File: config.mk
export PLATFORM = sky130hd
export DESIGN_NAME = store_buffer_queue
export DESIGN_NICKNAME = d
export VERILOG_FILES = /design/src/rtl/store_buffer_queue.sv
export SDC_FILE = /design/constraint.sdc
export NUM_CORES = 2
export LEC_CHECK = 0
export ABC_AREA = 1
export CAP_MARGIN = 20
export CORE_UTILIZATION = 55
export DETAILED_ROUTE_END_ITERATION = 16
export PLACE_DENSITY_LB_ADDON = 0.2
export SETUP_SLACK_MARGIN = 0.5
export SKIP_LAST_GASP = 1
export SLEW_MARGIN = 0
export SYNTH_ARGS = -nofsm -noshare
export SYNTH_HDL_FRONTEND = slang
export SYNTH_SLANG_ARGS = --single-unit
File: constraint.sdc
create_clock -name clk_i -period 7.5 [get_ports clk_i]
set_clock_uncertainty 0.05 [all_clocks]
set_input_delay 0.75 -clock clk_i [delete_from_list [all_inputs] [get_ports clk_i]]
set_output_delay 0.75 -clock clk_i [all_outputs]
set_load 0.01 [all_outputs]
File: src/rtl/store_buffer_queue.sv
// -----------------------------------------------------------------------------
// store_buffer_queue
//
// Store buffer for the MEM stage. Speculative word stores are held in a
// circular queue until the ROB commits or discards them. Committed stores
// drain to the data cache strictly in order. Younger loads can take their data
// from any live (pending or committed) entry.
//
// Ports
//   clk_i, rstn_i              clock, asynchronous active-low reset
//   addr_i, data_i             store address/data on push; load address on lookup
//   load_i                     enables the forwarding lookup this cycle
//   bypass_o, data_rd_o        forwarding hit and forwarded data (0 on miss)
//   req_valid_i, req_ready_o   store push handshake
//   store_buffer_idx_o         entry index a push in this cycle receives
//   rsp_valid_o, rsp_ready_i   cache write handshake for the head entry
//   addr_o, data_wr_o          head entry address/data
//   store_buffer_commit_i,
//   store_buffer_idx_commit_i  ROB commit of one entry
//   store_buffer_discard_i     per-entry kill mask on flush
//
// Handshakes: a transfer happens on a rising edge where valid and ready are
// both 1. req_ready_o depends only on registered occupancy. rsp_valid_o,
// addr_o and data_wr_o depend only on registered state, so they hold steady
// while rsp_ready_i is 0.
// -----------------------------------------------------------------------------
module store_buffer_queue #(
   parameter int STORE_BUFFER_SIZE = 8,
   parameter int IDX_W             = $clog2(STORE_BUFFER_SIZE)
) (
   input  logic                         clk_i,
   input  logic                         rstn_i,
   input  logic [31:0]                  addr_i,
   input  logic [31:0]                  data_i,
   input  logic                         load_i,
   output logic                         bypass_o,
   output logic [31:0]                  data_rd_o,
   input  logic                         req_valid_i,
   output logic                         req_ready_o,
   output logic [IDX_W-1:0]             store_buffer_idx_o,
   output logic                         rsp_valid_o,
   input  logic                         rsp_ready_i,
   output logic [31:0]                  addr_o,
   output logic [31:0]                  data_wr_o,
   input  logic                         store_buffer_commit_i,
   input  logic [IDX_W-1:0]             store_buffer_idx_commit_i,
   input  logic [STORE_BUFFER_SIZE-1:0] store_buffer_discard_i
);

   typedef enum logic [1:0] {
      ST_FREE      = 2'd0,
      ST_PENDING   = 2'd1,
      ST_COMMITTED = 2'd2,
      ST_KILLED    = 2'd3
   } entry_state_t;

   localparam logic [IDX_W:0]   FULL_CNT = (IDX_W+1)'(STORE_BUFFER_SIZE);
   localparam logic [IDX_W:0]   CNT_ONE  = (IDX_W+1)'(1);
   localparam logic [IDX_W-1:0] IDX_ONE  = IDX_W'(1);

   entry_state_t      state_q [STORE_BUFFER_SIZE];
   entry_state_t      state_d [STORE_BUFFER_SIZE];
   logic [31:0]       addr_q  [STORE_BUFFER_SIZE];
   logic [31:0]       data_q  [STORE_BUFFER_SIZE];
   logic [IDX_W-1:0]  head_q;
   logic [IDX_W-1:0]  tail_q;
   logic [IDX_W:0]    count_q;

   logic              push;
   logic              pop_drain;
   logic              pop_skip;
   logic              pop;
   logic [IDX_W-1:0]  scan_idx;

   assign req_ready_o        = (count_q != FULL_CNT);
   assign store_buffer_idx_o = tail_q;
   assign push               = req_valid_i && req_ready_o;

   assign rsp_valid_o = (state_q[head_q] == ST_COMMITTED);
   assign addr_o      = addr_q[head_q];
   assign data_wr_o   = data_q[head_q];

   // A killed head is retired without a cache write, one entry per cycle.
   assign pop_drain = rsp_valid_o && rsp_ready_i;
   assign pop_skip  = (state_q[head_q] == ST_KILLED);
   assign pop       = pop_drain || pop_skip;

   // Entry state next-value logic. Discard is applied before commit so that a
   // commit and a discard aimed at the same entry leave it committed. Pop and
   // push can never land on the same entry: when head == tail the buffer is
   // either empty (head is FREE, no pop) or full (no push).
   always_comb begin
      state_d = state_q;
      for (int i = 0; i < STORE_BUFFER_SIZE; i++) begin
         if (store_buffer_discard_i[i] && (state_q[i] == ST_PENDING)) begin
            state_d[i] = ST_KILLED;
         end
      end
      if (store_buffer_commit_i &&
          (state_q[store_buffer_idx_commit_i] == ST_PENDING)) begin
         state_d[store_buffer_idx_commit_i] = ST_COMMITTED;
      end
      if (pop) begin
         state_d[head_q] = ST_FREE;
      end
      if (push) begin
         state_d[tail_q] = ST_PENDING;
      end
   end

   // Forwarding: walk entries oldest (head) to youngest so the last live match
   // wins, giving the youngest store. The head being drained is still live.
   always_comb begin
      bypass_o  = 1'b0;
      data_rd_o = '0;
      scan_idx  = head_q;
      for (int k = 0; k < STORE_BUFFER_SIZE; k++) begin
         scan_idx = head_q + IDX_W'(k);
         if (load_i && (addr_q[scan_idx] == addr_i) &&
             ((state_q[scan_idx] == ST_PENDING) ||
              (state_q[scan_idx] == ST_COMMITTED))) begin
            bypass_o  = 1'b1;
            data_rd_o = data_q[scan_idx];
         end
      end
   end

   always_ff @(posedge clk_i or negedge rstn_i) begin
      if (!rstn_i) begin
         for (int i = 0; i < STORE_BUFFER_SIZE; i++) begin
            state_q[i] <= ST_FREE;
            addr_q[i]  <= '0;
            data_q[i]  <= '0;
         end
         head_q  <= '0;
         tail_q  <= '0;
         count_q <= '0;
      end else begin
         for (int i = 0; i < STORE_BUFFER_SIZE; i++) begin
            state_q[i] <= state_d[i];
         end
         if (push) begin
            addr_q[tail_q] <= addr_i;
            data_q[tail_q] <= data_i;
            tail_q         <= tail_q + IDX_ONE;
         end
         if (pop) begin
            head_q <= head_q + IDX_ONE;
         end
         if (push && !pop) begin
            count_q <= count_q + CNT_ONE;
         end else if (pop && !push) begin
            count_q <= count_q - CNT_ONE;
         end
      end
   end

endmodule

==> results list <==
* Result of the run: finished clean
- Die W: 285 µm
* Transition time at the pin with the least slew margin: 1050 ps
- Tracing the worst setup path back leads to its startpoint at head_q[0].
- Number of buffer cells added on primary ports: 182
* Global routing usage on met1: 61.1%
- The worst register-to-register path begins at head_q[1].
* First-pass GRT wire length: 270 mm
- Post-Place Setup Slack: 1290 ps
- Final Wtd Congestion: 1.15
* Clock input transition at the sequential cells of the worst setup and hold paths: 70 ps
* Die outline area: 81500 µm²
- After the last flow step, the layout net total stands at 7412.
- Vias in the first global route: 45400
- Area of the placeable core: 79300 µm²
- Post-synthesis instance area: 44200 µm²
- Post-route setup slack: 725 ps
- For this run, design rule violations remaining after detail routing come to 0.
* TritonCTS Buffers: 66
- List of cells traversed by the critical path: inv_8 > buf_12 > nand2_1 > nand3_1 > nand3_1 > nand2_1 > nand2_1 > nand2_1 > nand3_1 > nor2_1 > nand2_1 > nor2_1 > nand3_1 > nand2_1 > buf_4 > nand3_1 > nand2_1 > nand2_1 > nand2_1 > nand2_1 > nand2_1 > nand2_1 > nand2_1 > clkdlybuf4s50_1
- Start-to-end type of the worst setup path: reg -> out
- Maximum level of the CTS H-tree: 3
- The worst setup path is captured at a primary output.
- Drt wl/cell: 21.0 µm
* Share of post-route cells with drive strength above 1: 2.97%
- Net count after synthesis: 7650
- For this block, the routed nets add up to 177 mm of wire.
* RSZ-0062 raised after global routing: true
- Static timing analysis puts the maximum clock frequency at 148 MHz.
- Critical-path cell with the highest stage delay: buf_12
- Final setup violation count: 0
* Max_slew headroom: 30.3%
- Met2 routing resource usage after global routing: 61.6%
* Detailed-placement wirelength estimate: 116 mm
- Average size of a mapped cell: 5.85 µm²
* Maximum number of pins on one net before global-route repair: 199
- CTS saw 538 sinks.
* Cell type contributing the most total cell area after synthesis: dfrtp_1
- Leading cell types in the layout, fill and taps excluded: 3430 x nand2_1, 1072 x nand3_1, 1034 x o21ai_0
- The floorplan has 103 rows.
- Top-level I/O count: 183
- In this run the most used layer during global routing was met2.
* Cell count after synthesis: 7556
* Number of pins exceeding their max-slew limit in the final report: 0
- EDFF count, synth: 0
- Endpoints failing hold: 0
* Clock root buffer master: clkbuf_16
- The tool flagged a number of max-cap violations equal to 0.
- The final critical path takes up 90.3% of the cycle.
- Drt via density: 6.13
* Violation count after the first detailed-route iteration: 8264
* Distinct cells, synth: 46
* Grt ovf: 0
- Kind of cell with the highest combined delay on the critical path: simple AND/OR/NAND/NOR gates
- For this configuration, the core starts out at a cell density of 55.7%.
- From bottom edge to top edge, the die measures 285 µm.
- Data on the critical path arrives at its endpoint at 5970 ps.
- For this run, asynchronously set or reset flops after synthesis account for 100%.
* Worst path buffer plus inverter count: 4
- First-pass detailed-route iteration total: 7
- The cell that appears most often on the critical path is nand2_1.
* Most frequently used flop master after synthesis: dfrtp_1
* Area growth from synthesis to final layout: 8.81%
- Of all nets on the critical path, the largest fanout is 198.
- Sort of element at the start of the critical path: flop
- The tightest min-delay check is of the in -> async type.
- Global-route usage over all layers: 42.5%
* Area share of the largest cell type after synthesis: 30.5%
- Synthesis-stage register bit count: 538
- Counting along the longest clock path gives a buffer depth of 3.
- TritonCTS built the clock tree.
* Number of antenna violations at the first check in global routing: 3
- The later pin in the worst-skew pair is clocked with a latency of 630 ps.
* Sequential area share after synthesis: 30.5%
- Total negative slack for setup checks: 0 ps
- Global routing consumed, on the met3 layer, 9.12% of the routing resources.
- Fill cells in the final layout number 7798.
- Final worst path period need: 6770 ps
- Antenna Nets Post-Route: 0
- Count of vias placed by the detailed router: 51600
- The Yosys step of the flow raised 0 warnings.
- Delay of the slowest cell on the worst path: 700 ps
* Required time at the endpoint of the critical path: 6700 ps
* Dominant cells by area after synthesis: dfrtp_1 30%, nand2_1 29%, nand3_1 12%, o21ai_0 12%, clkbuf_1 2.7%
- The library cell used most frequently in the layout, excluding fill and tap cells, is nand2_1.
## cell families after synthesis
logic type / count (synthesis) / synth area share (%)
simple gates: 4732 / 43.7
buf+inv: 869 / 8.18
xor+xnor: 61 / 1.23
fa+ha+maj: 13 / 0.385
flops: 538 / 30.5
mux: 3 / 0.0680
compound gates: 1340 / 15.9
## final cells by class
cell class                      count  area [µm²]  area share (%)
Sequential cell                   538       13500            28.0
Clock inverter                     23         270           0.562
Multi-Input combinational cell   6149       27200            56.6
Antenna cell                        1        2.50         0.00520
Clock buffer                       96        1960            4.07
Inverter                          308        1210            2.52
Timing Repair Buffer              255        2650            5.52
Tap cell                         1050        1310            2.73
## state kept, by name, indices dropped and copies added, names as in the netlist
| signal | flops |
|---|---|
| store_buffer_idx_o | 3 |
| data_q | 256 |
| count_q | 4 |
| addr_q | 256 |
| state_q | 16 |
| head_q | 3 |
## synthesized netlist by cell type, types with 12 or more instances
library cell,count
o211ai_1,68
nor2_1,138
buf_4,37
o21ai_1,24
inv_1,283
buf_2,139
nor4_1,13
a211oi_1,15
ha_1,12
nand3_1,1073
o21ai_0,1034
o21a_1,21
nor3_1,17
nand2_1,3431
and2_1,16
buf_1,68
nand4_1,16
dfrtp_1,538
a21oi_1,144
clkinv_1,13
inv_2,12
xor2_1,57
clkbuf_1,312
## what timing repair did
action | CTS | global route
setup endpoints to repair | 0 | 32
hold buffers | 0 | 0
setup buffers | 0 | 4
resized for setup | 0 | 7
## worst reg2reg max path: stages (launching register included)
cell	delay (ps)
dfrtp_4	550
buf_16	410
buf_6	630
nand3_1	140
nand2_1	120
nand2_1	50
o21ai_0	140
inv_1	80
ha_1	240
a21oi_1	590
ha_1	320
inv_1	100
ha_1	280
a21o_1	170
a21oi_1	170
nor2_1	60
nor2_1	140
xor2_1	160
## path summary, 6_finish.rpt
kind                       depth (start not counted)  slack [ps]            to
max reg2reg                                       17        3030    count_q[3]
max in group asynchronous                          2        5670   addr_q[219]
max                                               24         730  data_rd_o[2]
min reg2reg                                        1         420    count_q[3]
min in group clk_i                                 1         420    count_q[3]
min                                                1         140    addr_q[47]
## per-stage QoR
stage | utilization [%] | instance area, µm² | hold slack [ps] | std cells
floorplan | - | 44200 | 392 | 7556
global placement | 57.7 | 45700 | 410 | 8295
detailed placement | 57.7 | 45700 | 414 | 8295
CTS | 60.5 | 48000 | 175 | 8414
global route | 60.7 | 48100 | 221 | 8419
finish | 60.7 | 48100 | 135 | 8420
## routing by layer
metal / share of wire [%] / vias up
met5: 0.016 / -
met4: 4.8 / 4
met3: 13 / 535
met2: 41 / 3376
met1: 41 / 23600
li1: - / 24200
Power is left out: the tool's default activity adds up to more than one toggle a clock period on the data nets, which glitch-free logic cannot reach.
==> edit (same flow settings) <==
`STORE_BUFFER_SIZE`: 8 -> 4.
--- a/src/rtl/store_buffer_queue.sv
+++ b/src/rtl/store_buffer_queue.sv
@@ -25,7 +25,7 @@
 // while rsp_ready_i is 0.
 // -----------------------------------------------------------------------------
 module store_buffer_queue #(
-   parameter int STORE_BUFFER_SIZE = 8,
+   parameter int STORE_BUFFER_SIZE = 4,
    parameter int IDX_W             = $clog2(STORE_BUFFER_SIZE)
 ) (
    input  logic                         clk_i,
Interface: changed (resized store_buffer_discard_i, store_buffer_idx_commit_i and store_buffer_idx_o); port bits go from 183 to 177. The function was not compared with the original's and may differ.
==> edit against the original RTL <==
Non-clock buffer count is 58 lower; via count is 61% lower; sequential cell count is 267 lower; critical path type unchanged; largest cell class unchanged; setup slack improved by 0.11 ns; highest routed layer is now met4; wire length shrank 66%; final area fell by 54%; count of clock-buffer cells in the layout shrank 54; synthesized area down 57%; global-route usage fell by 9.2 points.
==> edit: results (changes against the original RTL) <==
Worst setup path
  – CP Max Fanout: 48 (-76%)
  – R2r startpoint: head_q[0]$_DFFE_PN0N_
  – Worst reg2reg path depth: 13 (-4)
  – RR Endpoint: count_q[2]$_DFFE_PN0P_
  – CP endpoint: data_rd_o[30]
  – R2r setup slk: 3.23 ns (+0.20 ns)

Routing
  – Initial drt markers: 1989 (-76%)
  – Drt pass-1 iters: 6 (-1)
  – Routed vias: 20062 (-61%)
  – DR WL/cell: 17.4 µm (-18%)
  – DR vias/cell: 5.84 (-4.8%)

Placement
  – Post-DP Area: 20900 µm² (-54%)
  – Post-DP HPWL: 39300 µm (-66%)
  – Pre-CTS setup slack: 1.57 ns (+0.278 ns)
  – PortBufs: 176 (-3.3%)

Synth
  – Synth unique cells: 30 (-35%)
  – Mean Syn Cell Area: 6.55 µm² (+12%)
  – Synth top area cells: dfrtp_1, nand2_1, o21ai_0
  – Mapped Nets: 3004 (-61%)
  – Post-synthesis sequential area ratio: 35.5% (+5.0 points)

Finish
  – Nets@finish: 3052 (-59%)
  – Layout cells sized above 1: 3.28% (+0.31 points)
  – Biggest registers after layout: addr_q (128), data_q (128), state_q (8)

GRT
  – Pin count of the biggest net entering global routing: 213 (+7.0%)
  – First-pass GRT wire length: 95700 µm (-65%)

Power
  – Switching Share: 51.0%

Clock network
  – Htree depth: 1 (-2)
  – Total CTS buffers: 31 (-53%)
  – Clk_lat worst skew: 0.58 ns (-0.05 ns)

Outcome
  – Status: finished clean

Timing
  – Hold WS: 0.177 ns (+0.0415 ns)
  – Fin crit share: 88.8% (-1.5 points)
edit: changes by cell type after synthesis, moves of 67 or more:
cell	delta
a21oi_1	-67
buf_2	-70
clkbuf_1	-224
dfrtp_1	-267
inv_1	-97
mux2i_1	+125
nand2_1	-2294
nand3_1	-737
o21ai_0	-631
edit: routing by layer:
metal | track usage [%] | share of wire, % | up-vias | wire, µm
met3 | 5.20 | 9.3 | 148 | 5530
met1 | 46.2 | 43 | 9371 | 25400
met4 | 13.5 | 3.5 | 0 | 2110
li1 | - | - | 9633 | -
met2 | 51.9 | 45 | 910 | 26600
met5 | 0 | 0 | - | 0
edit: final cells by class:
| type | count | area, µm² |
|---|---|---|
| clock buffer | 42 | 897 |
| multi-input combinational | 2269 | 10900 |
| clock inverter | 14 | 163 |
| inverter | 194 | 734 |
| sequential | 271 | 6790 |
| timing repair buffer | 197 | 1990 |
| fill | 3009 | 11900 |
| tap | 448 | 561 |
edit: critical path, stage by stage, from the launching register on:
cell	delay [ns]
dfrtp_4	0.43
clkinv_2	0.51
ha_4	0.47
inv_2	0.64
buf_4	0.43
nand3_1	0.15
nand3_1	0.11
nand2_1	0.06
nor2_1	0.23
nand2_1	0.08
nor2_1	0.11
nand3_1	0.09
nor2_2	0.16
buf_4	0.44
inv_2	0.42
nand3_1	0.22
nand2_1	0.07
nand2_1	0.06
nand2_1	0.07
clkdlybuf4s50_1	0.48
edit: cells by family after synthesis:
family,Yosys count,synth area share [%]
adder cells (fa/ha/maj),12,0.825
XOR/XNOR,22,1.01
multiplexers,129,6.77
flip-flops,271,35.5
AND/OR/NAND/NOR,1563,33.1
AO/OA/AOI/OAI,543,14.9
buffers and inverters,376,7.92
